### src/rtl/id_stage_p.sv
// ---------------------------------------------------------------------------
// id_stage_p : RISC-V instruction-decode stage
//
// Holds the F->ID pipeline register, the architectural register file and the
// combinational decoder that turns the registered instruction into control
// strobes, operands and a sign-extended immediate.
//
// Parameters
//   XLEN     : datapath width (32 or 64)
//   NUM_REGS : architectural register count (16 or 32)
//
// Optional feature
//   ID_WB_BYPASS_EN : when defined, a register read that hits the register
//                     being written back this cycle returns i_result_WB.
//
// Ports
//   i_clk, i_rst          : clock, asynchronous active-high reset
//   i_instr_F, i_pc_F,
//   i_pc_plus4_F          : fetch-stage instruction / PC / PC+4
//   i_stall_D, i_flush_D  : hold ID register / replace it with a bubble
//   i_result_WB,
//   i_addr_des_WB,
//   i_reg_write_WB        : writeback data, destination and enable
//   o_valid_ID            : ID holds a real instruction
//   o_*_ID strobes        : decoded controls (gated by valid / illegal)
//   o_result_src_ID       : 00 ALU, 01 memory, 10 PC+4
//   o_alu_control_ID      : ALU operation code
//   o_illegal_ID          : unknown opcode or out-of-range register
//   o_dataA_ID/o_dataB_ID : register operands
//   o_imm_ext_ID          : sign-extended immediate
//   o_pc_ID/o_pc_plus4_ID : PC and PC+4 of the ID instruction
//   o_addr_src*/o_addr_des_ID : rs1, rs2, rd fields
// ---------------------------------------------------------------------------
module id_stage_p #(
    parameter int XLEN     = 32,
    parameter int NUM_REGS = 32
) (
    input  logic            i_clk,
    input  logic            i_rst,
    input  logic [31:0]     i_instr_F,
    input  logic [XLEN-1:0] i_pc_F,
    input  logic [XLEN-1:0] i_pc_plus4_F,
    input  logic            i_stall_D,
    input  logic            i_flush_D,
    input  logic [XLEN-1:0] i_result_WB,
    input  logic [4:0]      i_addr_des_WB,
    input  logic            i_reg_write_WB,
    output logic            o_valid_ID,
    output logic            o_reg_write_ID,
    output logic            o_mem_write_ID,
    output logic            o_jump_ID,
    output logic            o_branch_ID,
    output logic            o_alu_src_ID,
    output logic            o_alu_srcA_pc_ID,
    output logic [1:0]      o_result_src_ID,
    output logic [3:0]      o_alu_control_ID,
    output logic            o_illegal_ID,
    output logic [XLEN-1:0] o_dataA_ID,
    output logic [XLEN-1:0] o_dataB_ID,
    output logic [XLEN-1:0] o_imm_ext_ID,
    output logic [XLEN-1:0] o_pc_ID,
    output logic [XLEN-1:0] o_pc_plus4_ID,
    output logic [4:0]      o_addr_srcA_ID,
    output logic [4:0]      o_addr_srcB_ID,
    output logic [4:0]      o_addr_des_ID
);

    localparam int         AW     = $clog2(NUM_REGS);
    localparam logic [5:0] NREG6  = 6'(NUM_REGS);
    localparam logic [31:0] NOP   = 32'h0000_0013;

`ifdef ID_WB_BYPASS_EN
    localparam bit BYPASS = 1'b1;
`else
    localparam bit BYPASS = 1'b0;
`endif

    localparam logic [6:0] OP_R      = 7'b0110011;
    localparam logic [6:0] OP_IALU   = 7'b0010011;
    localparam logic [6:0] OP_LOAD   = 7'b0000011;
    localparam logic [6:0] OP_STORE  = 7'b0100011;
    localparam logic [6:0] OP_BRANCH = 7'b1100011;
    localparam logic [6:0] OP_JAL    = 7'b1101111;
    localparam logic [6:0] OP_JALR   = 7'b1100111;
    localparam logic [6:0] OP_LUI    = 7'b0110111;
    localparam logic [6:0] OP_AUIPC  = 7'b0010111;

    localparam logic [3:0] ALU_ADD   = 4'b0000;
    localparam logic [3:0] ALU_SUB   = 4'b0001;
    localparam logic [3:0] ALU_AND   = 4'b0010;
    localparam logic [3:0] ALU_OR    = 4'b0011;
    localparam logic [3:0] ALU_XOR   = 4'b0100;
    localparam logic [3:0] ALU_SLT   = 4'b0101;
    localparam logic [3:0] ALU_SLTU  = 4'b0110;
    localparam logic [3:0] ALU_SLL   = 4'b0111;
    localparam logic [3:0] ALU_SRL   = 4'b1000;
    localparam logic [3:0] ALU_SRA   = 4'b1001;
    localparam logic [3:0] ALU_PASSB = 4'b1010;

    logic [31:0]     instr_p0;
    logic [XLEN-1:0] pc_p0;
    logic [XLEN-1:0] pc4_p0;
    logic            vld_p0;

    logic [XLEN-1:0] regs [NUM_REGS];

    logic            wb_ok;
    logic [4:0]      rs1, rs2, rd;

    assign rs1 = instr_p0[19:15];
    assign rs2 = instr_p0[24:20];
    assign rd  = instr_p0[11:7];

    function automatic logic in_range(input logic [4:0] a);
        return ({1'b0, a} < NREG6);
    endfunction

    function automatic logic [3:0] alu_op(input logic [2:0] f3, input logic f7b5,
                                          input logic is_r);
        case (f3)
            3'b000:  alu_op = (is_r && f7b5) ? ALU_SUB : ALU_ADD;
            3'b001:  alu_op = ALU_SLL;
            3'b010:  alu_op = ALU_SLT;
            3'b011:  alu_op = ALU_SLTU;
            3'b100:  alu_op = ALU_XOR;
            3'b101:  alu_op = f7b5 ? ALU_SRA : ALU_SRL;
            3'b110:  alu_op = ALU_OR;
            default: alu_op = ALU_AND;
        endcase
    endfunction

    // Writes are dropped for x0 and for addresses beyond the implemented file.
    assign wb_ok = i_reg_write_WB && (i_addr_des_WB != 5'd0) && in_range(i_addr_des_WB);

    function automatic logic [XLEN-1:0] rd_reg(input logic [4:0] a);
        if (a == 5'd0 || !in_range(a))
            rd_reg = '0;
        else if (BYPASS && wb_ok && (a == i_addr_des_WB))
            rd_reg = i_result_WB;
        else
            rd_reg = regs[a[AW-1:0]];
    endfunction

    // ---- Stage F -> ID: pipeline register and register-file writes ----
    always_ff @(posedge i_clk or posedge i_rst) begin
        if (i_rst) begin
            instr_p0 <= NOP;
            pc_p0    <= '0;
            pc4_p0   <= '0;
            vld_p0   <= 1'b0;
            for (int i = 0; i < NUM_REGS; i++) regs[i] <= '0;
        end else begin
            if (i_flush_D) begin
                instr_p0 <= NOP;
                pc_p0    <= '0;
                pc4_p0   <= '0;
                vld_p0   <= 1'b0;
            end else if (!i_stall_D) begin
                instr_p0 <= i_instr_F;
                pc_p0    <= i_pc_F;
                pc4_p0   <= i_pc_plus4_F;
                vld_p0   <= 1'b1;
            end
            if (wb_ok) regs[i_addr_des_WB[AW-1:0]] <= i_result_WB;
        end
    end

    // ---- Stage ID: combinational decode ----
    logic              d_reg_write, d_mem_write, d_jump, d_branch;
    logic              d_alu_src, d_srca_pc, d_unknown;
    logic              use_rs1, use_rs2, use_rd;
    logic [1:0]        d_result_src;
    logic [3:0]        d_alu_ctl;
    logic signed [31:0] imm32;
    logic              illegal;

    always_comb begin
        d_reg_write  = 1'b0;
        d_mem_write  = 1'b0;
        d_jump       = 1'b0;
        d_branch     = 1'b0;
        d_alu_src    = 1'b0;
        d_srca_pc    = 1'b0;
        d_unknown    = 1'b0;
        use_rs1      = 1'b0;
        use_rs2      = 1'b0;
        use_rd       = 1'b0;
        d_result_src = 2'b00;
        d_alu_ctl    = ALU_ADD;
        imm32        = '0;
        case (instr_p0[6:0])
            OP_R: begin
                d_alu_ctl   = alu_op(instr_p0[14:12], instr_p0[30], 1'b1);
                d_reg_write = 1'b1;
                {use_rs1, use_rs2, use_rd} = 3'b111;
            end
            OP_IALU: begin
                d_alu_ctl   = alu_op(instr_p0[14:12], instr_p0[30], 1'b0);
                d_alu_src   = 1'b1;
                d_reg_write = 1'b1;
                imm32       = {{20{instr_p0[31]}}, instr_p0[31:20]};
                {use_rs1, use_rd} = 2'b11;
            end
            OP_LOAD: begin
                d_alu_src    = 1'b1;
                d_reg_write  = 1'b1;
                d_result_src = 2'b01;
                imm32        = {{20{instr_p0[31]}}, instr_p0[31:20]};
                {use_rs1, use_rd} = 2'b11;
            end
            OP_STORE: begin
                d_alu_src   = 1'b1;
                d_mem_write = 1'b1;
                imm32       = {{20{instr_p0[31]}}, instr_p0[31:25], instr_p0[11:7]};
                {use_rs1, use_rs2} = 2'b11;
            end
            OP_BRANCH: begin
                d_alu_ctl = ALU_SUB;
                d_branch  = 1'b1;
                imm32     = {{19{instr_p0[31]}}, instr_p0[31], instr_p0[7],
                             instr_p0[30:25], instr_p0[11:8], 1'b0};
                {use_rs1, use_rs2} = 2'b11;
            end
            OP_JAL: begin
                d_jump       = 1'b1;
                d_reg_write  = 1'b1;
                d_result_src = 2'b10;
                imm32        = {{11{instr_p0[31]}}, instr_p0[31], instr_p0[19:12],
                                instr_p0[20], instr_p0[30:21], 1'b0};
                use_rd       = 1'b1;
            end
            OP_JALR: begin
                d_jump       = 1'b1;
                d_alu_src    = 1'b1;
                d_reg_write  = 1'b1;
                d_result_src = 2'b10;
                imm32        = {{20{instr_p0[31]}}, instr_p0[31:20]};
                {use_rs1, use_rd} = 2'b11;
            end
            OP_LUI: begin
                d_alu_ctl   = ALU_PASSB;
                d_alu_src   = 1'b1;
                d_reg_write = 1'b1;
                imm32       = {instr_p0[31:12], 12'h000};
                use_rd      = 1'b1;
            end
            OP_AUIPC: begin
                d_alu_src   = 1'b1;
                d_srca_pc   = 1'b1;
                d_reg_write = 1'b1;
                imm32       = {instr_p0[31:12], 12'h000};
                use_rd      = 1'b1;
            end
            default: d_unknown = 1'b1;
        endcase
    end

    // Only register fields the format actually uses can make it illegal.
    assign illegal = vld_p0 && (d_unknown ||
                                (use_rs1 && !in_range(rs1)) ||
                                (use_rs2 && !in_range(rs2)) ||
                                (use_rd  && !in_range(rd)));

    assign o_valid_ID       = vld_p0;
    assign o_illegal_ID     = illegal;
    assign o_reg_write_ID   = vld_p0 && !illegal && d_reg_write;
    assign o_mem_write_ID   = vld_p0 && !illegal && d_mem_write;
    assign o_jump_ID        = vld_p0 && !illegal && d_jump;
    assign o_branch_ID      = vld_p0 && !illegal && d_branch;
    assign o_alu_src_ID     = vld_p0 && d_alu_src;
    assign o_alu_srcA_pc_ID = vld_p0 && d_srca_pc;
    assign o_result_src_ID  = d_result_src;
    assign o_alu_control_ID = d_alu_ctl;
    // Size cast of a signed operand sign-extends to XLEN.
    assign o_imm_ext_ID     = XLEN'(imm32);
    assign o_dataA_ID       = rd_reg(rs1);
    assign o_dataB_ID       = rd_reg(rs2);
    assign o_pc_ID          = pc_p0;
    assign o_pc_plus4_ID    = pc4_p0;
    assign o_addr_srcA_ID   = rs1;
    assign o_addr_srcB_ID   = rs2;
    assign o_addr_des_ID    = rd;

endmodule

### config.mk
export PLATFORM = sky130hd
export DESIGN_NAME = id_stage_p
export DESIGN_NICKNAME = d
export VERILOG_FILES = /design/src/rtl/id_stage_p.sv
export SDC_FILE = /design/constraint.sdc
export NUM_CORES = 2
export LEC_CHECK = 0
export ABC_CLOCK_PERIOD_IN_PS = 34200
export CAP_MARGIN = 15
export CORE_MARGIN = 3
export CORE_UTILIZATION = 35
export CTS_BUF_LIST = sky130_fd_sc_hd__clkbuf_16
export DETAILED_ROUTE_END_ITERATION = 16
export PLACE_DENSITY = 0.53
export SYNTH_ARGS = -nofsm -noshare
export SYNTH_HDL_FRONTEND = slang
export SYNTH_SLANG_ARGS = --single-unit
### constraint.sdc
create_clock -name i_clk -period 34.2 [get_ports i_clk]
set_clock_uncertainty 0.1 [all_clocks]
set_input_delay 3.42 -clock i_clk [delete_from_list [all_inputs] [get_ports i_clk]]
set_output_delay 3.42 -clock i_clk [all_outputs]
set_load 0.02 [all_outputs]
# Yosys cells after proc, flatten, opt, wreduce, memory -nomap -nowiden
# Index checks and enable logic that the tools add are counted.
[classes]
n_eq_ne = 16
bitwise_logic = 3
order_cmp = 4
mux = 33
reduce_logical = 21
[op_table]
columns = ["operator", "count"]
rows = [
  ["1024-bit bitwise mux", 1],
  ["32-bit two-way mux", 13],
  ["32-bit binary-select mux with 5-bit select", 2],
  ["32-bit demux with 5-bit select", 1],
  ["32-bit one-hot mux with 5 select lines", 1],
  ["4-bit one-hot mux with 7 select lines", 2],
  ["7-bit by 6-bit equality test with 1-bit output, second input constant", 3],
  ["7-bit equality test, second input constant", 3],
  ["6-bit >= comparator, second input constant", 3],
  ["5-bit inverter with 6-bit output", 3],
  ["4-bit one-hot mux with 4 select lines", 1],
  ["7-bit by 5-bit equality test with 1-bit output, second input constant", 2],
  ["1-bit two-way mux", 11],
  ["1-bit logical AND", 10],
  ["5-bit logical NOT", 2],
  ["3-bit equality test, second input constant", 3],
  ["9-bit OR reduction", 1],
  ["7-bit by 2-bit equality test with 1-bit output, second input constant", 1],
  ["7-bit OR reduction", 1],
  ["3-bit by 2-bit equality test with 1-bit output, second input constant", 2],
  ["6-bit by 1-bit less-than comparator with 1-bit output, second input constant", 1],
  ["6-bit OR reduction", 1],
  ["5-bit nonzero test", 1],
  ["2-bit one-hot mux with 2 select lines", 1],
  ["6 further kinds", 7],
]
[word_totals]
inputBits = 138
register_bits = 1121

# Logic depth before layout (Yosys ltp)
[depth]
word_depth = 7
ltp_mapped = 8
mapped_depth_nobuf = 4

# Worst setup path after synthesis
# No wires, ideal clock.
[synth_timing]
kind = "register -> output"
start = "register instr_p0[15]"
end = "output o_dataA_ID[8]"
setup_slack_ps = 28499
stages_incl_launch_ff = 9
arrival_ps = 2181
cell_sequence = "dfrtp_1 -> buf_6 -> buf_12 -> buf_12 -> buf_6 -> mux2i_1 -> a22oi_1 -> a21oi_1 -> a2111oi_1"
[synth_between]
elab_chain_len = 5
[synth_lines]
columns = ["item", "line_no", "text"]
rows = [
  ["start: declaration", "100", "logic [31:0] instr_p0;"],
  ["start signal: assignment", "159", "instr_p0 <= i_instr_F;"],
  ["5-bit inverter with 6-bit output (implied by the code)", "141", "rd_reg = regs[a[AW-1:0]];"],
  ["32-bit binary-select mux with 5-bit select", "141", ""],
  ["32-bit two-way mux (implied by the code) (2 in a row)", "141", ""],
  ["32-bit two-way mux (*)", "136", "if (a == 5'd0 || !in_range(a))"],
  ["end: declaration", "58", "output logic [XLEN-1:0] o_dataA_ID,"],
]
# Mark *: on every way between the ends. The rest lies on a longest branch, timed or not. The select of a mux whose other input is x is not followed.

# Worst setup path after layout
[layout_timing]
start = "register instr_p0[22]"
end = "output o_dataB_ID[12]"
[layout_between]
elab_chain_len = 5
[layout_lines]
columns = ["item", "line_no", "text"]
rows = [
  ["5-bit inverter with 6-bit output (implied by the code)", "141", ""],
  ["32-bit binary-select mux with 5-bit select", "141", ""],
  ["32-bit two-way mux (implied by the code) (2 in a row)", "141", ""],
  ["32-bit two-way mux (*)", "136", ""],
  ["end: declaration", "59", "output logic [XLEN-1:0] o_dataB_ID,"],
]
# Marked as above.

==> Flow_metrics.wiki <==
{| class="wikitable"
! Metric !! Value
|-
| Critical Path RT || 30.68 ns
|-
| Remaining global-route overflow || 0
|-
| Average wire per cell in the routed design || 32.1 um
|-
| Total clock sinks || 1121
|-
| Placed insts || 6258
|-
| Port Buf Inserts || 326
|-
| Buffering stage count on the worst path with inverters included || 4
|-
| Via count of the first global-routing pass || 40.0k
|-
| Maximum operating frequency || 104 MHz
|-
| Count of endpoints failing hold in the final timing report || 0
|-
| Floorplan die area || 176000 um^2
|-
| Gates resized, CTS repair || 0
|-
| Family with the most delay on the worst path || buffers and inverters
|-
| Synth warn || 0
|-
| Post-route setup TNS || 0 ns
|-
| Post-layout min period || 9.63 ns
|-
| Worst path slowest cell || a2111oi_2
|-
| Die Y-Extent || 420 um
|-
| Crit start category || flop
|-
| Wire length of the first global-routing pass || 303 mm
|-
| Max-slew violation count || 0
|-
| Total number of vias || 38.2k
|-
| Ratio of cells with drive above 1 in the final layout || 0.425
|-
| Number of setup buffers added after CTS || 0
|-
| Most common flop cell mapped by yosys || dfrtp_1
|-
| Post-route insts no fill || 6508
|-
| Maximum vdd ir drop || 53.2 uV
|-
| Post-Synthesis Mean Instance Area || 14.7 um^2
|-
| Cell seen most often among critical-path stages || buf_4
|-
| Area Growth Syn to Fin || 14.8%
|-
| Share of async-settable or async-resettable flops after synthesis || 1.00
|-
| Post-synth cell types || 57
|-
| CORE AREA || 170000 um^2
|-
| Class of the tightest hold or removal check || flop to flop
|-
| Starting density of the core || 0.353
|-
| Critical Setup Path Class || flop to output port
|-
| Number of H-tree branching levels || 4
|-
| Final-layout fill cell count || 15.6k
|-
| Endpoint type of the worst setup path || output port
|-
| Worst-path clk slew || 0.06 ns
|-
| Antenna violations before repair || 23
|-
| Cell chosen for the clock root || clkbuf_16
|-
| Cell area after layout || 68800 um^2
|-
| Placed cell areas || 64500 um^2
|-
| Final-layout worst hold slack || 0.295 ns
|-
| Delay of the slowest cell on the worst path || 0.87 ns
|-
| Later-pin clock latency in the skew report || 0.75 ns
|-
| Overall power consumption || 3.91 mW
|-
| Number of flops mapped to enable cells by yosys || 0
|-
| Rel. slew slack || 0.186
|-
| Number of hold-repair buffers added at the cts stage || 0
|-
| Gate count of the mapped netlist || 4082
|-
| Power per cell area || 56.8 nW/um^2
|-
| CTS max path bufs || 3
|-
| DRT iter0 DRCs || 2945
|-
| Number of cell rows || 151
|-
| Clock tree from TritonCTS || done
|-
| Post-Syn Area || 59900 um^2
|-
| Yosys reg bits || 1121
|-
| Result of the run || finished clean
|-
| Syn nets || 4220
|-
| Leakage dissipation || 28.4 nW
|-
| Routability-driven placement congestion ratio || 0.801
|-
| Post-route DRC violation count || 0
|-
| Detail Route Antenna Nets || 0
|-
| Number of buffers created by CTS || 132
|-
| Post-detailed-route via-to-cell ratio || 5.88
|-
| Maximum capacitance violations || 0
|-
| Die W || 420 um
|-
| DPL Wire Length || 123 mm
|-
| Number of iterations in the first detailed-routing pass || 5
|-
| Crit path arrival time || 6.11 ns
|-
| Wirelength, routed || 209 mm
|-
| Pin count of the biggest net entering global routing || 100
|-
| Global-route usage over all layers || 0.237
|-
| Sequential cell area fraction in the yosys report || 0.468
|-
| Ports || 327
|-
| List of cells traversed by the critical path || buf_4 > buf_4 > buf_4 > mux4_2 > mux2i_1 > o2111a_1 > a2111oi_2 > clkdlybuf4s50_1
|-
| Net count reported at finish || 4320
|-
| Period Utilization, post-route || 0.282
|-
| Setup repair after global routing missed its margin || no
|-
| Setup Viol. Count Final || 0
|-
| Transition at the pin with the smallest max-transition slack || 1.22 ns
|-
| Maximum fanout along the worst path || 56
|}
placed cells by master, fill, tap and decap left out, drive strengths merged, types with 5 or more instances in the layout:
| master | n |
|---|---|
| dfrtp | 1118 |
| mux2 | 1024 |
| mux4 | 410 |
| mux2i | 387 |
| clkdlybuf4s50 | 324 |
| clkbuf | 141 |
| nor2 | 127 |
| buf | 113 |
| nand2 | 91 |
| a2111oi | 58 |
| clkinv | 53 |
| a22oi | 52 |
| nor2b | 49 |
| a221oi | 39 |
| a21oi | 36 |
| inv | 36 |
| a211oi | 33 |
| o2111a | 32 |
| o221ai | 26 |
| a21o | 20 |
| o21ai | 13 |
| nor3 | 13 |
| nand3 | 11 |
| nand3b | 8 |
| bufinv | 8 |
| diode | 7 |
| o32ai | 7 |
| a22o | 6 |
| a2bb2oi | 6 |
| nor3b | 5 |
metrics by stage:
stage	utilization	setup WS, ns
floorplan	-	15.21
global placement	0.380	25.33
detailed placement	0.380	25.33
CTS	0.404	24.50
global route	0.405	24.45
finish	0.405	24.57
state kept, by name, summed over array words and instances (netlist names):
register       flops
instr_p0          32
o_pc_ID           32
o_pc_plus4_ID     32
o_valid_ID         1
regs            1024
where the power goes:
| group | switching (mW) | internal (mW) | leakage [nW] | total (mW) |
|---|---|---|---|---|
| Sequential | 0.190 | 1.56 | 14.4 | 1.76 |
| Combinational | 0.339 | 0.446 | 11.9 | 0.784 |
| Clock | 0.577 | 0.790 | 2.13 | 1.37 |
| Total | 1.11 | 2.80 | 28.4 | 3.91 |
path summary, 6_finish.rpt:
| path | endpoint | from | slack (ns) | cells past startpoint |
|---|---|---|---|---|
| worst max-delay path | o_dataB_ID[12] | instr_p0[22]$_DFFE_PP0P_ | 24.57 | 8 |
| worst min-delay path | regs[997]$_DFFE_PP0P_ | regs[997]$_DFFE_PP0P_ | 0.29 | 0 |
| worst max register to register | instr_p0[17]$_DFFE_PP0P_ | instr_p0[17]$_DFFE_PP0P_ | 31.99 | 4 |
| worst min register to register | regs[997]$_DFFE_PP0P_ | regs[997]$_DFFE_PP0P_ | 0.29 | 0 |
| max in group asynchronous | regs[657]$_DFFE_PP0P_ | i_rst | 26.86 | 7 |
| min in group asynchronous | regs[1023]$_DFFE_PP0P_ | i_rst | 3.02 | 2 |
layout make-up:
type | instances | area (um^2) | area share
flip-flops and latches | 1121 | 28100 | 0.408
well taps | 2218 | 2780 | 0.0403
clock inverters | 96 | 627 | 0.00911
diodes | 7 | 17.5 | 0.000255
inverters | 5 | 22.5 | 0.000327
clock buffers | 139 | 3480 | 0.0506
multi-input cells | 2483 | 29600 | 0.430
repair buffers | 439 | 4240 | 0.0616
logic make-up after synthesis:
kind of cell	after synthesis	share of synthesized area
flip-flops	1121	0.468
buffers and inverters	478	0.0432
multiplexers	1821	0.413
AND/OR/NAND/NOR	324	0.0249
XOR/XNOR	1	0.000146
AO/OA/AOI/OAI	337	0.0511
routing by layer:
layer | global-route usage | routed length, um
met5 | 0 | 91
met4 | 0.0718 | 6170
met3 | 0.0411 | 10200
met2 | 0.401 | 104000
met1 | 0.310 | 88600
synthesized netlist by cell type (20+ instances only):
library cell     n  area [um^2]
nand2_1         91          342
mux4_2         387         8720
buf_2           93          465
mux2i_1        387         3870
o2111a_1        32          360
a211oi_1        33          248
nor2b_1         49          307
a21oi_1         36          180
mux4_1          23          604
buf_4           48          360
dfrtp_1       1118        28000
a21o_1          20          150
nor2_1         127          477
clkbuf_1       217          815
a22oi_1         52          390
o221ai_1        26          228
buf_1           56          210
mux2_2        1024        11500
buf_6           43          484
a2111oi_2       54          811
a221oi_1        39          342
Note: power is estimated with default switching activity, not from simulation.
